===== src/rtl/reg_wb_pkg.sv =====
// Shared constants and types for the register-file write-back path.
// Scoreboard features are selected elsewhere with REG_WB_SCOREBOARD_EN.
package reg_wb_pkg;

    localparam int ADDR_W_DEF = 5;
    localparam int DATA_W_DEF = 32;

    localparam logic [ADDR_W_DEF-1:0] REG_ZERO = '0;

    typedef struct packed {
        logic [ADDR_W_DEF-1:0] sel;
        logic [DATA_W_DEF-1:0] val;
    } wb_req_t;

endpackage


===== src/rtl/rr_arbiter.sv =====
// Round-robin arbiter: one-hot grant to the first request at or after ptr,
// plus the pointer value that makes the winner's successor highest priority.
module rr_arbiter #(
    parameter int N = 3,
    localparam int PTR_W = (N > 1) ? $clog2(N) : 1
) (
    input  logic [N-1:0]     req,
    input  logic [PTR_W-1:0] ptr,
    output logic [N-1:0]     grant,
    output logic [PTR_W-1:0] next_ptr
);

    int idx;

    // Walk from the lowest priority to the highest so the last hit wins.
    always_comb begin
        grant    = '0;
        next_ptr = ptr;
        idx      = 0;
        for (int k = N - 1; k >= 0; k--) begin
            idx = int'(ptr) + k;
            if (idx >= N) idx = idx - N;
            if (req[idx]) begin
                grant      = '0;
                grant[idx] = 1'b1;
                next_ptr   = (idx == N - 1) ? '0 : PTR_W'(idx + 1);
            end
        end
    end

endmodule


===== src/rtl/reg_wb_arbiter.sv =====
// Write-back arbiter for the register file write port, with an optional
// outstanding-write scoreboard enabled by REG_WB_SCOREBOARD_EN.
module reg_wb_arbiter
    import reg_wb_pkg::*;
#(
    parameter int N_SRC  = 3,
    parameter int DATA_W = DATA_W_DEF,
    parameter int ADDR_W = ADDR_W_DEF
) (
    input  logic                      clk,
    input  logic                      rst_n,
    input  logic [N_SRC-1:0]          src_valid,
    output logic [N_SRC-1:0]          src_ready,
    input  logic [N_SRC*ADDR_W-1:0]   src_sel,
    input  logic [N_SRC*DATA_W-1:0]   src_val,
    output logic                      rf_we,
    output logic [ADDR_W-1:0]         rf_sel,
    output logic [DATA_W-1:0]         rf_val,
    input  logic                      issue_valid,
    input  logic [ADDR_W-1:0]         issue_sel,
    input  logic [ADDR_W-1:0]         rd_sel_1,
    input  logic [ADDR_W-1:0]         rd_sel_2,
    output logic                      busy_1,
    output logic                      busy_2,
    output logic [(2**ADDR_W)-1:0]    busy_mask,
    output logic                      sb_err
);

    localparam int PTR_W = $clog2(N_SRC);
    localparam int N_REG = 2 ** ADDR_W;
    localparam logic [ADDR_W-1:0] ZERO_SEL = ADDR_W'(REG_ZERO);

    // Handshake: a transfer on source i happens in a cycle where
    // src_valid[i] && src_ready[i]; ready never feeds back into valid.
    logic [PTR_W-1:0]  rr_ptr;
    logic [PTR_W-1:0]  next_ptr;
    logic [N_SRC-1:0]  grant;
    logic              accept;
    logic [ADDR_W-1:0] win_sel;
    logic [DATA_W-1:0] win_val;

    rr_arbiter #(.N(N_SRC)) u_rr (
        .req      (src_valid),
        .ptr      (rr_ptr),
        .grant    (grant),
        .next_ptr (next_ptr)
    );

    assign src_ready = rst_n ? grant : '0;
    assign accept    = |grant;

    always_comb begin
        win_sel = '0;
        win_val = '0;
        for (int i = 0; i < N_SRC; i++) begin
            if (grant[i]) begin
                win_sel = src_sel[i*ADDR_W +: ADDR_W];
                win_val = src_val[i*DATA_W +: DATA_W];
            end
        end
    end

    // Writes to register 0 are consumed but never reach the port.
    always_ff @(posedge clk or negedge rst_n) begin
        if (!rst_n) begin
            rr_ptr <= '0;
            rf_we  <= 1'b0;
            rf_sel <= '0;
            rf_val <= '0;
        end else begin
            rf_we <= accept && (win_sel != ZERO_SEL);
            if (accept) begin
                rr_ptr <= next_ptr;
                rf_sel <= win_sel;
                rf_val <= win_val;
            end
        end
    end

`ifdef REG_WB_SCOREBOARD_EN
    logic [N_REG-1:0] busy_q;
    logic [N_REG-1:0] set_vec;
    logic [N_REG-1:0] clr_vec;
    logic             waw;

    // A register retiring on the same edge as a new issue is not a WAW hit.
    always_comb begin
        set_vec = '0;
        clr_vec = '0;
        if (issue_valid && (issue_sel != ZERO_SEL)) set_vec[issue_sel] = 1'b1;
        if (rf_we) clr_vec[rf_sel] = 1'b1;
        waw = |(set_vec & busy_q & ~clr_vec);
    end

    always_ff @(posedge clk or negedge rst_n) begin
        if (!rst_n) begin
            busy_q <= '0;
            sb_err <= 1'b0;
        end else begin
            busy_q <= (busy_q & ~clr_vec) | set_vec;
            sb_err <= sb_err | waw;
        end
    end

    assign busy_mask = busy_q;
    assign busy_1    = busy_q[rd_sel_1];
    assign busy_2    = busy_q[rd_sel_2];
`else
    logic unused_sb_inputs;
    assign unused_sb_inputs = ^{issue_valid, issue_sel, rd_sel_1, rd_sel_2};

    assign busy_mask = '0;
    assign busy_1    = 1'b0;
    assign busy_2    = 1'b0;
    assign sb_err    = 1'b0;
`endif

endmodule


===== config.mk =====
export PLATFORM = sky130hd
export DESIGN_NAME = reg_wb_arbiter
export DESIGN_NICKNAME = d
export VERILOG_FILES = /design/src/rtl/reg_wb_pkg.sv /design/src/rtl/rr_arbiter.sv /design/src/rtl/reg_wb_arbiter.sv
export SDC_FILE = /design/constraint.sdc
export NUM_CORES = 1
export LEC_CHECK = 0
export BUFFER_PORTS_ARGS = -buffer_cell sky130_fd_sc_hd__buf_2
export CAP_MARGIN = 25
export CORE_MARGIN = 8
export CORE_UTILIZATION = 41
export CTS_BUF_LIST = sky130_fd_sc_hd__clkbuf_2 sky130_fd_sc_hd__clkbuf_4 sky130_fd_sc_hd__clkbuf_8
export CTS_CLUSTER_SIZE = 16
export DETAILED_ROUTE_END_ITERATION = 10
export GPL_TIMING_DRIVEN = 1
export HOLD_SLACK_MARGIN = 0.05
export PLACE_DENSITY = 0.83
export SLEW_MARGIN = 30
export SYNTH_ARGS = -nofsm -noshare
export SYNTH_HDL_FRONTEND = slang
export SYNTH_HIERARCHICAL = 1
export SYNTH_SLANG_ARGS = --single-unit

===== constraint.sdc =====
create_clock -name clk -period 2.99 [get_ports clk]
set_input_delay 0.1495 -clock clk [delete_from_list [all_inputs] [get_ports clk]]
set_output_delay 0.1495 -clock clk [all_outputs]
set_load 0.03 [all_outputs]

==> impl.org <==
** Run status
- Result of the run :: complete, no violations

** Die
- The die is roughly 97 um wide.
- The floorplan has 29 rows.
- Number of I/O pins :: approximately 210
- Effective utilization at floorplan :: 0.422
- Height of the die :: approximately 97 um
- Area of the die :: 0.00939 mm^2
- The total area inside the core boundary comes to ~0.0063 mm^2.

** Yosys
- Cell count after synthesis :: 270
- Averaged over all synthesized cells, the footprint is a little under 10 um^2.
- Cell type contributing the most total cell area after synthesis :: dfrtp_1
- Number of enable flip-flop cells after synthesis :: 0
- Yosys warning count :: 6
- The share of synthesized area in the top cell type comes to 0.373.
- The share of the Yosys chip area taken by registers is 0.373.
- Ranked by total cell area, the synthesized netlist is headed by dfrtp_1 37%, o22ai_2 14%, buf_4 10%.
- Summing every instance area after synthesis gives approximately 0.0027 mm^2.
- Fraction of registers with async set or reset after synthesis :: 1.00
- Count of unique library cells instantiated by Yosys :: 36
- Synthesis inferred 40 register bits.
- Ys flop type :: dfrtp_1

** Placed design
- GPL Wtd Cong :: ~0.84
- Placed Cells :: 490
- Detailed placement ended at an HPWL of a little under 7 mm.
- Input/output buffers :: around 160

** Drt
- In the routed layout, each cell is associated on average with a via count of 5.29.
- For this run, the detailed router's first-pass iteration total came to 4.
- Remaining antenna violation count after routing :: 0
- Wirelength per Cell :: approximately 18 um
- Count of unresolved DRC violations after routing :: 0
- DRC marker count from the first detailed-route iteration :: ~120
- The detailed router placed about 2700 vias in this run.
- The routed design has 8.87 mm of wire.

** Layout
- The number of antenna diodes in the final layout is 0.
- Proportion of layout cells with a drive suffix above 1 :: 0.517
- Total area of sequential cells :: 0.00100 mm^2
- Fin util :: 0.551
- Compared with the post-synthesis result, the final layout area differs by 30.4%.
- For this run, the post-layout net count is 559.
- Fillcell total :: 601
- Summing all multi-input logic gate instances after layout gives roughly 0.0014 mm^2.
- Count of placed standard cells in the final layout, fillers left out :: ~500

** Timing
- Hold Fails Final Rpt :: 0
- Final worst clock skew :: between 5 and 6 ps
- Setup repair after global routing left no endpoint under its margin.
- Fin. max-slew vios :: 0
- Total negative setup slack :: 0 ps
- Hold is met by 111 ps.
- Setup violators final :: 0
- In the finished design, the share of the clock period the worst path needs comes to 0.928.
- The worst path needs 2780 ps of the cycle, external delays included.
- Maximum clock frequency :: between 0.3 and 0.4 GHz

** Global route
- Entering global routing, the biggest net connects 35 pins.
- Overflow after GRT :: 0
- The number of global-route vias before repair is around 2800.
- The number of antenna violations at the first check in global routing came to 0.
- Overall routing resource usage :: 0.174
- The first global-routing pass estimated roughly 14 mm of wire.

** Critical path
- The worst setup path is of the reg2reg kind.
- Worst-path fanout max :: 9
- Worst Path Arrival :: a little under 3000 ps
- Capturing element type of the critical path :: flop
- Endpoint required time on the critical path :: approximately 3100 ps
- Crit path launch type :: flop

** Min path
- The worst hold path belongs to the class in2reg.

** Clocking
- Clock buffers created by TritonCTS :: 5
- The clock net in this run drives a total of 40 sinks.
- Buffer levels on the longest clock path :: 2
- In this run the clock root is driven by a clkbuf_8.
- Reg clk slew, reported paths :: around 80 ps
- Number of H-tree branching levels :: 2
- TritonCTS built the clock tree.
- Clock latency on the worst-skew pair, taken at its later pin, is 290 ps.

** Power
- In this run the power density over the cells is roughly 1600 mW/mm^2.
- Worst voltage drop across the vdd grid :: about 700 uV
- For this design the static power due to leakage is approximately 1.7 nW.

** Flow run
- Number of max-cap violations :: 0
==> worst max-delay path, stage by stage (launching register included) <==
cell       delay [ps]
dfrtp_1           410
inv_1              80
ha_2              410
mux2i_2           270
o21a_4            180
mux2i_1           210
o21ai_1           160
buf_4             220
a21oi_1           120
a2bb2oi_1         100
nor4_1            350
o211ai_1          140
==> flip-flops by register name, indices dropped and copies added, names as in the netlist <==
name    count
rf_sel      5
rr_ptr      2
rf_we       1
rf_val     32
==> cell type report <==
cell class              instances  area share
clock inverters                 2      0.0100
flip-flops and latches         40       0.286
well taps                      77      0.0275
multi-input cells             202       0.397
inverters                       5     0.00536
clock buffers                   6      0.0218
repair buffers                169       0.252
==> final timing paths <==
check	start	to	slack, ps	cells past startpoint
max	rr_ptr[0]	rf_we	210	11
max in group asynchronous	rst_n	rf_val[31]	1980	3
min	src_sel[14]	rf_we	110	3
min in group asynchronous	rst_n	rf_we	310	2
max reg2reg	rr_ptr[0]	rf_we	210	11
min reg2reg	rf_sel[3]	rf_sel[3]	480	1
==> synthesized netlist by cell type, types with 4 or more instances <==
library cell and count:
dfrtp_1 40, a21oi_1 38, buf_4 37, o22ai_1 37
o22ai_2 30, nand2_1 15, buf_6 8, clkbuf_1 6
buf_2 5, nand3b_1 5, nor2_1 5, a21o_1 4
a2bb2oi_1 4, ha_1 4, inv_1 4, mux2i_1 4
==> cells in the final DEF (no fill, tap or decap), types with 2 or more instances in the layout <==
| cell type | netlist | layout |
|---|---|---|
| a21o_1 | 4 | 4 |
| buf_2 | 5 | 156 |
| nor2_1 | 5 | 4 |
| ha_1 | 4 | 3 |
| mux2i_1 | 4 | 3 |
| a2bb2oi_1 | 4 | 4 |
| or3_4 | 1 | 2 |
| inv_1 | 4 | 3 |
| and2_1 | 2 | 2 |
| dfrtp_1 | 40 | 40 |
| o22ai_1 | 37 | 37 |
| clkbuf_8 | 0 | 5 |
| o22ai_2 | 30 | 30 |
| a211oi_2 | 1 | 2 |
| nand3b_1 | 5 | 5 |
| conb_1 | 1 | 35 |
| buf_4 | 37 | 12 |
| o211ai_1 | 2 | 2 |
| a21oi_1 | 38 | 38 |
| nand2_1 | 15 | 15 |
| o21ai_1 | 1 | 2 |
==> metrics by stage <==
stage	setup slack [ps]	power (mW)	cell area, um^2
2_1_floorplan	363	4.32	2810
3_3_place_gp	124	4.94	3340
3_5_place_dp	94.4	5.08	3340
4_1_cts	73.6	5.53	3470
5_1_grt	66.9	6.05	3500
6_report	214	5.63	3500
==> power by group <==
part / total, mW / switching [mW] / leakage, nW / internal, mW
Clock: 0.445 / 0.188 / 0.0586 / 0.257
Combinational: 4.14 / 2.57 / 1.18 / 1.57
Sequential: 1.04 / 0.182 / 0.447 / 0.863
Total: 5.63 / 2.94 / 1.69 / 2.69
==> routing by layer <==
layer / global-route usage / vias to the layer above / share of wire
met5: 0 / - / 0
met4: 0.0308 / 0 / 0.0060
met3: 0.0825 / 4 / 0.10
met2: 0.293 / 146 / 0.48
met1: 0.196 / 1245 / 0.42
li1: - / 1255 / -
==> timing repair <==
action / CTS / global route
resized for setup: 0 / 6
endpoints found under the hold margin: 11 / 0
hold buffers: 1 / 0
setup endpoints to repair: 0 / 38
buffers inserted: 0 / 1
==> logic make-up (layout without fill, tap and decap cells) <==
logic type                 Yosys count  in the layout  synth area share
adders and majority gates            4              4            0.0187
DFF                                 40             40             0.373
and+or+nand+nor                     32             33            0.0606
muxes                                4              4            0.0149
other                                1             35           0.00140
AOI/OAI and AO/OA                  126            126             0.366
buffers and inverters               63            182             0.166
(Power assumes the default switching activity.)
